===== config.mk =====
export PLATFORM = sky130hd
export DESIGN_NAME = regfile_wb_arbiter
export DESIGN_NICKNAME = d
export VERILOG_FILES = /design/src/rtl/regfile_wb_arbiter.sv
export SDC_FILE = /design/constraint.sdc
export NUM_CORES = 1
export LEC_CHECK = 0
export BUFFER_PORTS_ARGS = -buffer_cell sky130_fd_sc_hd__buf_2
export CORE_UTILIZATION = 25
export DETAILED_ROUTE_END_ITERATION = 12
export GPL_ROUTABILITY_DRIVEN = 0
export GPL_TIMING_DRIVEN = 0
export SYNTH_ARGS = -nofsm -noshare
export SYNTH_HDL_FRONTEND = slang
export SYNTH_SLANG_ARGS = --single-unit

===== constraint.sdc =====
create_clock -name clk -period 5.7 [get_ports clk]
set_input_delay 0.285 -clock clk [delete_from_list [all_inputs] [get_ports clk]]
set_output_delay 0.285 -clock clk [all_outputs]
set_load 0.05 [all_outputs]

===== src/rtl/regfile_wb_arbiter.sv =====
// rtl/regfile_wb_arbiter.sv - register-file write-back arbiter (ALU/LSU) with busy scoreboard
//
// Shares the single register-file write port between the ALU and the LSU,
// registers the winning write for one cycle, and tracks destinations with
// writes in flight so the issue stage can be held on RAW/WAW hazards.
//
// Ports:
//   clk, rst                       clock (rising edge), async active-high reset
//   issue_valid, issue_rd          instruction being dispatched and its destination
//   q_rs1, q_rs2                   sources of the instruction in issue
//   stall                          hazard against an in-flight write; issue must hold
//   alu_valid/alu_rd/alu_wd        ALU write-back request, alu_ready = accepted
//   lsu_valid/lsu_rd/lsu_wd        LSU write-back request, lsu_ready = accepted
//   rf_rd, rf_wd, rf_we            register-file write port
//   busy                           scoreboard, bit n = write to register n pending

module regfile_wb_arbiter #(
   parameter int XLEN      = 32,
   parameter int AW        = 5,
   parameter bit ALU_FIRST = 1'b1
) (
   input  logic                  clk,
   input  logic                  rst,
   input  logic                  issue_valid,
   input  logic [AW-1:0]         issue_rd,
   input  logic [AW-1:0]         q_rs1,
   input  logic [AW-1:0]         q_rs2,
   output logic                  stall,
   input  logic                  alu_valid,
   input  logic [AW-1:0]         alu_rd,
   input  logic [XLEN-1:0]       alu_wd,
   output logic                  alu_ready,
   input  logic                  lsu_valid,
   input  logic [AW-1:0]         lsu_rd,
   input  logic [XLEN-1:0]       lsu_wd,
   output logic                  lsu_ready,
   output logic [AW-1:0]         rf_rd,
   output logic [XLEN-1:0]       rf_wd,
   output logic                  rf_we,
   output logic [(1<<AW)-1:0]    busy
);

   localparam int NREG = 1 << AW;

   // 1 when the most recent accepted write-back came from the ALU
   logic            last_alu;
   logic            grant_alu;
   logic            grant_lsu;
   logic            accept;
   logic            issue_fire;
   logic [AW-1:0]   win_rd;
   logic [XLEN-1:0] win_wd;
   logic [NREG-1:0] busy_nxt;

   // On a conflict the requester that did not win last time goes first,
   // which makes back-to-back conflicts strictly alternate.
   always_comb begin
      grant_alu = 1'b0;
      grant_lsu = 1'b0;
      if (alu_valid && lsu_valid) begin
         grant_alu = ~last_alu;
         grant_lsu = last_alu;
      end else begin
         grant_alu = alu_valid;
         grant_lsu = lsu_valid;
      end
   end

   assign alu_ready = grant_alu;
   assign lsu_ready = grant_lsu;
   assign accept    = grant_alu | grant_lsu;
   assign win_rd    = grant_lsu ? lsu_rd : alu_rd;
   assign win_wd    = grant_lsu ? lsu_wd : alu_wd;

   // Stall looks only at the registered scoreboard; a write-back accepted
   // this cycle clears its hazard from the next cycle on.
   assign stall = ((q_rs1    != '0) && busy[q_rs1])
                | ((q_rs2    != '0) && busy[q_rs2])
                | ((issue_rd != '0) && busy[issue_rd]);

   assign issue_fire = issue_valid & ~stall;

   // Clear first, then set: a newly issued producer of the same register
   // must stay tracked even when an older write to it retires now.
   always_comb begin
      busy_nxt = busy;
      if (accept)
         busy_nxt[win_rd] = 1'b0;
      if (issue_fire && (issue_rd != '0))
         busy_nxt[issue_rd] = 1'b1;
      busy_nxt[0] = 1'b0;
   end

   always_ff @(posedge clk or posedge rst) begin
      if (rst) begin
         rf_we    <= 1'b0;
         rf_rd    <= '0;
         rf_wd    <= '0;
         busy     <= '0;
         last_alu <= ~ALU_FIRST;
      end else begin
         busy  <= busy_nxt;
         rf_we <= accept && (win_rd != '0);
         if (accept) begin
            rf_rd    <= win_rd;
            rf_wd    <= win_wd;
            last_alu <= grant_alu;
         end
      end
   end

endmodule


==> impl_metrics.toml <==
[worst_setup_path]
r2r_cells = 7
worstPathRequired_ps = 5410
r2r_end = "busy[13]"
cp-start-kind = "flip-flop"
slowest_stage = "mux4_2"
r2r_setup_slack_ps = 2990
crit_chain = "mux4_2, nor4bb_1, a41o_1, nor4_1, nand3_2, buf_6, buf_2"
critPathKind = "flip-flop to output port"
rr_startpoint = "last_alu"
arrival_ps = 2580
crit_path_end_kind = "output port"
worst_path_largest_cell_delay_ps = 490
startpoint = "busy[19]"
crit_path_max_fanout = 10
crit_path_end = "stall"

[route]
wl_um = 15200
drtPass1Iterations = 5
routed_via_density = 5.03
vias = 4545
wl_per_cell_um = 16.8
drtIter0Drc = 264
ant_nets = 0
route.detailed.drc = 0

[cts]
h-tree-depth = 3
cts_setup_buffers = 0
cts.sinks = 70
cts_root_buf = "clkbuf_16"
clkSlewWorstSetupHoldPaths_ps = 60
cts_tree = "yes"
cts_buffers = 9
worstSkewPairLatency_ps = 340
cts_hold_buffers = 1
cts-resized-gates = 0
cts_buffer_depth = 2

[sta]
post-route-min-period_ps = 2860
rsz0062_at_grt = "false"
drv_slew = 0
period_share = 0.503
setup_tns_ps = 0
worst_pin_slew_ps = 1250
hold_viol = 0
hold-worst-slack_ps = 161
finalSetupViolCount = 0
fmax_mhz = 349
slew_headroom = 0.167
fin_skew_ps = 3.86

[synthesis]
syn_nets = 595
yosysWarnings = 0
synth.cell_area_um2 = 4440
ys_seq_elements = 70
synth_seq_area_share = 0.395
ys_types = 47
syn_area_per_cell_um2 = 8.86
synthCells = 501

[final_layout]
syn_to_final_growth_pct = 31.9
drive_gt1_frac = 0.324
fin_cells = 903
fillCellCount = 1854
fin_util = 0.339
fin_nets = 767
diodes = 0

[grt]
grt_max_degree = 44
grtUsageTotal = 0.172
grt_pass1_vias = 4591
grt_pass1_wl_um = 24100
overflow = 0
antenna_found_initial = 0

[placement]
io_buffer_count = 159
numPlacedInstances = 886
dpl.hpwl_um = 11400

[power_and_ir_drop]
p_leak_nw = 2.64
peakVddDrop_uv = 170
power_mw = 2.10
powerDensity_nw_per_um2 = 358

[floorplan]
die_area_um2 = 18300
die_y_um = 135
ios = 167
die_x_um = 135
initial_core_util = 0.257
rows = 48
core_region_area_um2 = 17300

[job]
timing.max_cap.violations = 0

[worst_hold_path]
min_path_type = "primary input to flip-flop"

[status]
status = "finished clean"
## power by group
group | total [mW] | internal (mW) | switching, mW
sequential | 0.697 | 0.587 | 0.110
clock | 0.576 | 0.349 | 0.227
combinational | 0.825 | 0.249 | 0.576
total | 2.10 | 1.18 | 0.913
## worst max-delay path: cells and delay by family, from the launching register on
kind | cells | cell delay [ps]
simple gates | 3 | 680
mux | 1 | 490
flops | 1 | 450
buf+inv | 2 | 420
compound gates | 1 | 200
## Yosys cell counts (all sizes together)
library cell | n | area share
mux4 | 16 | 0.086
nor2 | 10 | 0.0085
o21bai | 3 | 0.0051
clkbuf | 22 | 0.021
and3b | 4 | 0.0079
and3 | 4 | 0.0056
mux2i | 10 | 0.023
nor4b | 1 | 0.0020
a41o | 1 | 0.0023
mux2 | 11 | 0.028
buf | 11 | 0.019
clkdlybuf4s25 | 2 | 0.0045
nand2 | 81 | 0.068
nand4b | 2 | 0.0039
a31oi | 6 | 0.0085
clkinv | 1 | 0.00084
a22oi | 4 | 0.0068
o21ai | 100 | 0.12
a211oi | 1 | 0.0017
nand2b | 34 | 0.048
a21boi | 1 | 0.0017
nor3b | 13 | 0.022
a221oi | 2 | 0.0054
inv | 3 | 0.0025
dfrtp | 70 | 0.39
nor4bb | 1 | 0.0023
a2111oi | 1 | 0.0020
nand3 | 4 | 0.0056
conb | 1 | 0.00084
nor3 | 2 | 0.0023
a21oi | 68 | 0.077
and2b | 1 | 0.0020
nand3b | 3 | 0.0051
or2 | 3 | 0.0042
or2b | 1 | 0.0017
o2bb2ai | 1 | 0.0020
nor4 | 1 | 0.0014
o21a | 1 | 0.0017
## registers in the layout, summed over array words and instances (netlist names)
register  count
rf_rd         5
rf_we         1
rf_wd        32
busy         31
last_alu      1
## how the worst min path moves through the flow
stage	from	end	slack, ps	cells after the start
4_1_cts	lsu_wd[6]	rf_wd[6]	150	3
6_report	lsu_wd[9]	rf_wd[9]	160	3
3_5_place_dp	rst	rf_wd[2]	310	2
5_1_grt	lsu_wd[30]	rf_wd[30]	160	3
2_1_floorplan	lsu_wd[0]	rf_wd[0]	420	2
3_3_place_gp	lsu_wd[11]	rf_wd[11]	500	3
## metal layers
layer  global-route usage  vias to the layer above  part of all wire
li1                     -                     2154                 -
met1                0.217                     2166              0.45
met2                0.277                      212              0.46
met3               0.0587                       13             0.090
met4               0.0474                        0            0.0095
met5                    0                        -                 0
## layout by cell type (no fill, tap or decap), drive strengths merged, types with 2 or more instances in the layout
cell type / synthesis / final
inv: 3 / 3
clkbuf: 22 / 32
nand3: 4 / 4
nand2b: 34 / 34
dfrtp: 70 / 70
a22oi: 4 / 4
nor2: 10 / 10
o21ai: 100 / 100
a221oi: 2 / 2
clkdlybuf4s25: 2 / 2
nor3b: 13 / 13
mux2: 11 / 11
a31oi: 6 / 6
mux2i: 10 / 10
buf: 11 / 171
a21oi: 68 / 68
and3: 4 / 4
and3b: 4 / 4
nand4b: 2 / 2
nor3: 2 / 2
o21bai: 3 / 3
nand3b: 3 / 3
or2: 3 / 3
nand2: 81 / 81
mux4: 16 / 16
clkinv: 1 / 5
## per-stage QoR
| stage | setup WS [ps] | instance area [µm²] |
|---|---|---|
| floorplan | 3370 | 4440 |
| global placement | 2520 | 5520 |
| detailed placement | 3000 | 5550 |
| CTS | 2820 | 5860 |
| global route | 2640 | 5860 |
| finish | 2840 | 5860 |
## cell families after synthesis
kind of cell,Yosys count,share of synthesized area
AOI/OAI and AO/OA,189,0.230
buffers and inverters,39,0.0473
DFF,70,0.395
muxes,37,0.137
other,1,0.000845
and+or+nand+nor,165,0.191
## layout make-up
type	instances	area, µm²	share of cell area
clock inverters	6	61.3	0.0105
well taps	225	282	0.0481
flip-flops and latches	70	1750	0.299
clock buffers	10	239	0.0408
multi-input cells	392	2480	0.423
plain buffers	35	195	0.0333
repair buffers	161	833	0.142
inverters	4	17.5	0.00299
(Power assumes the default switching activity.)
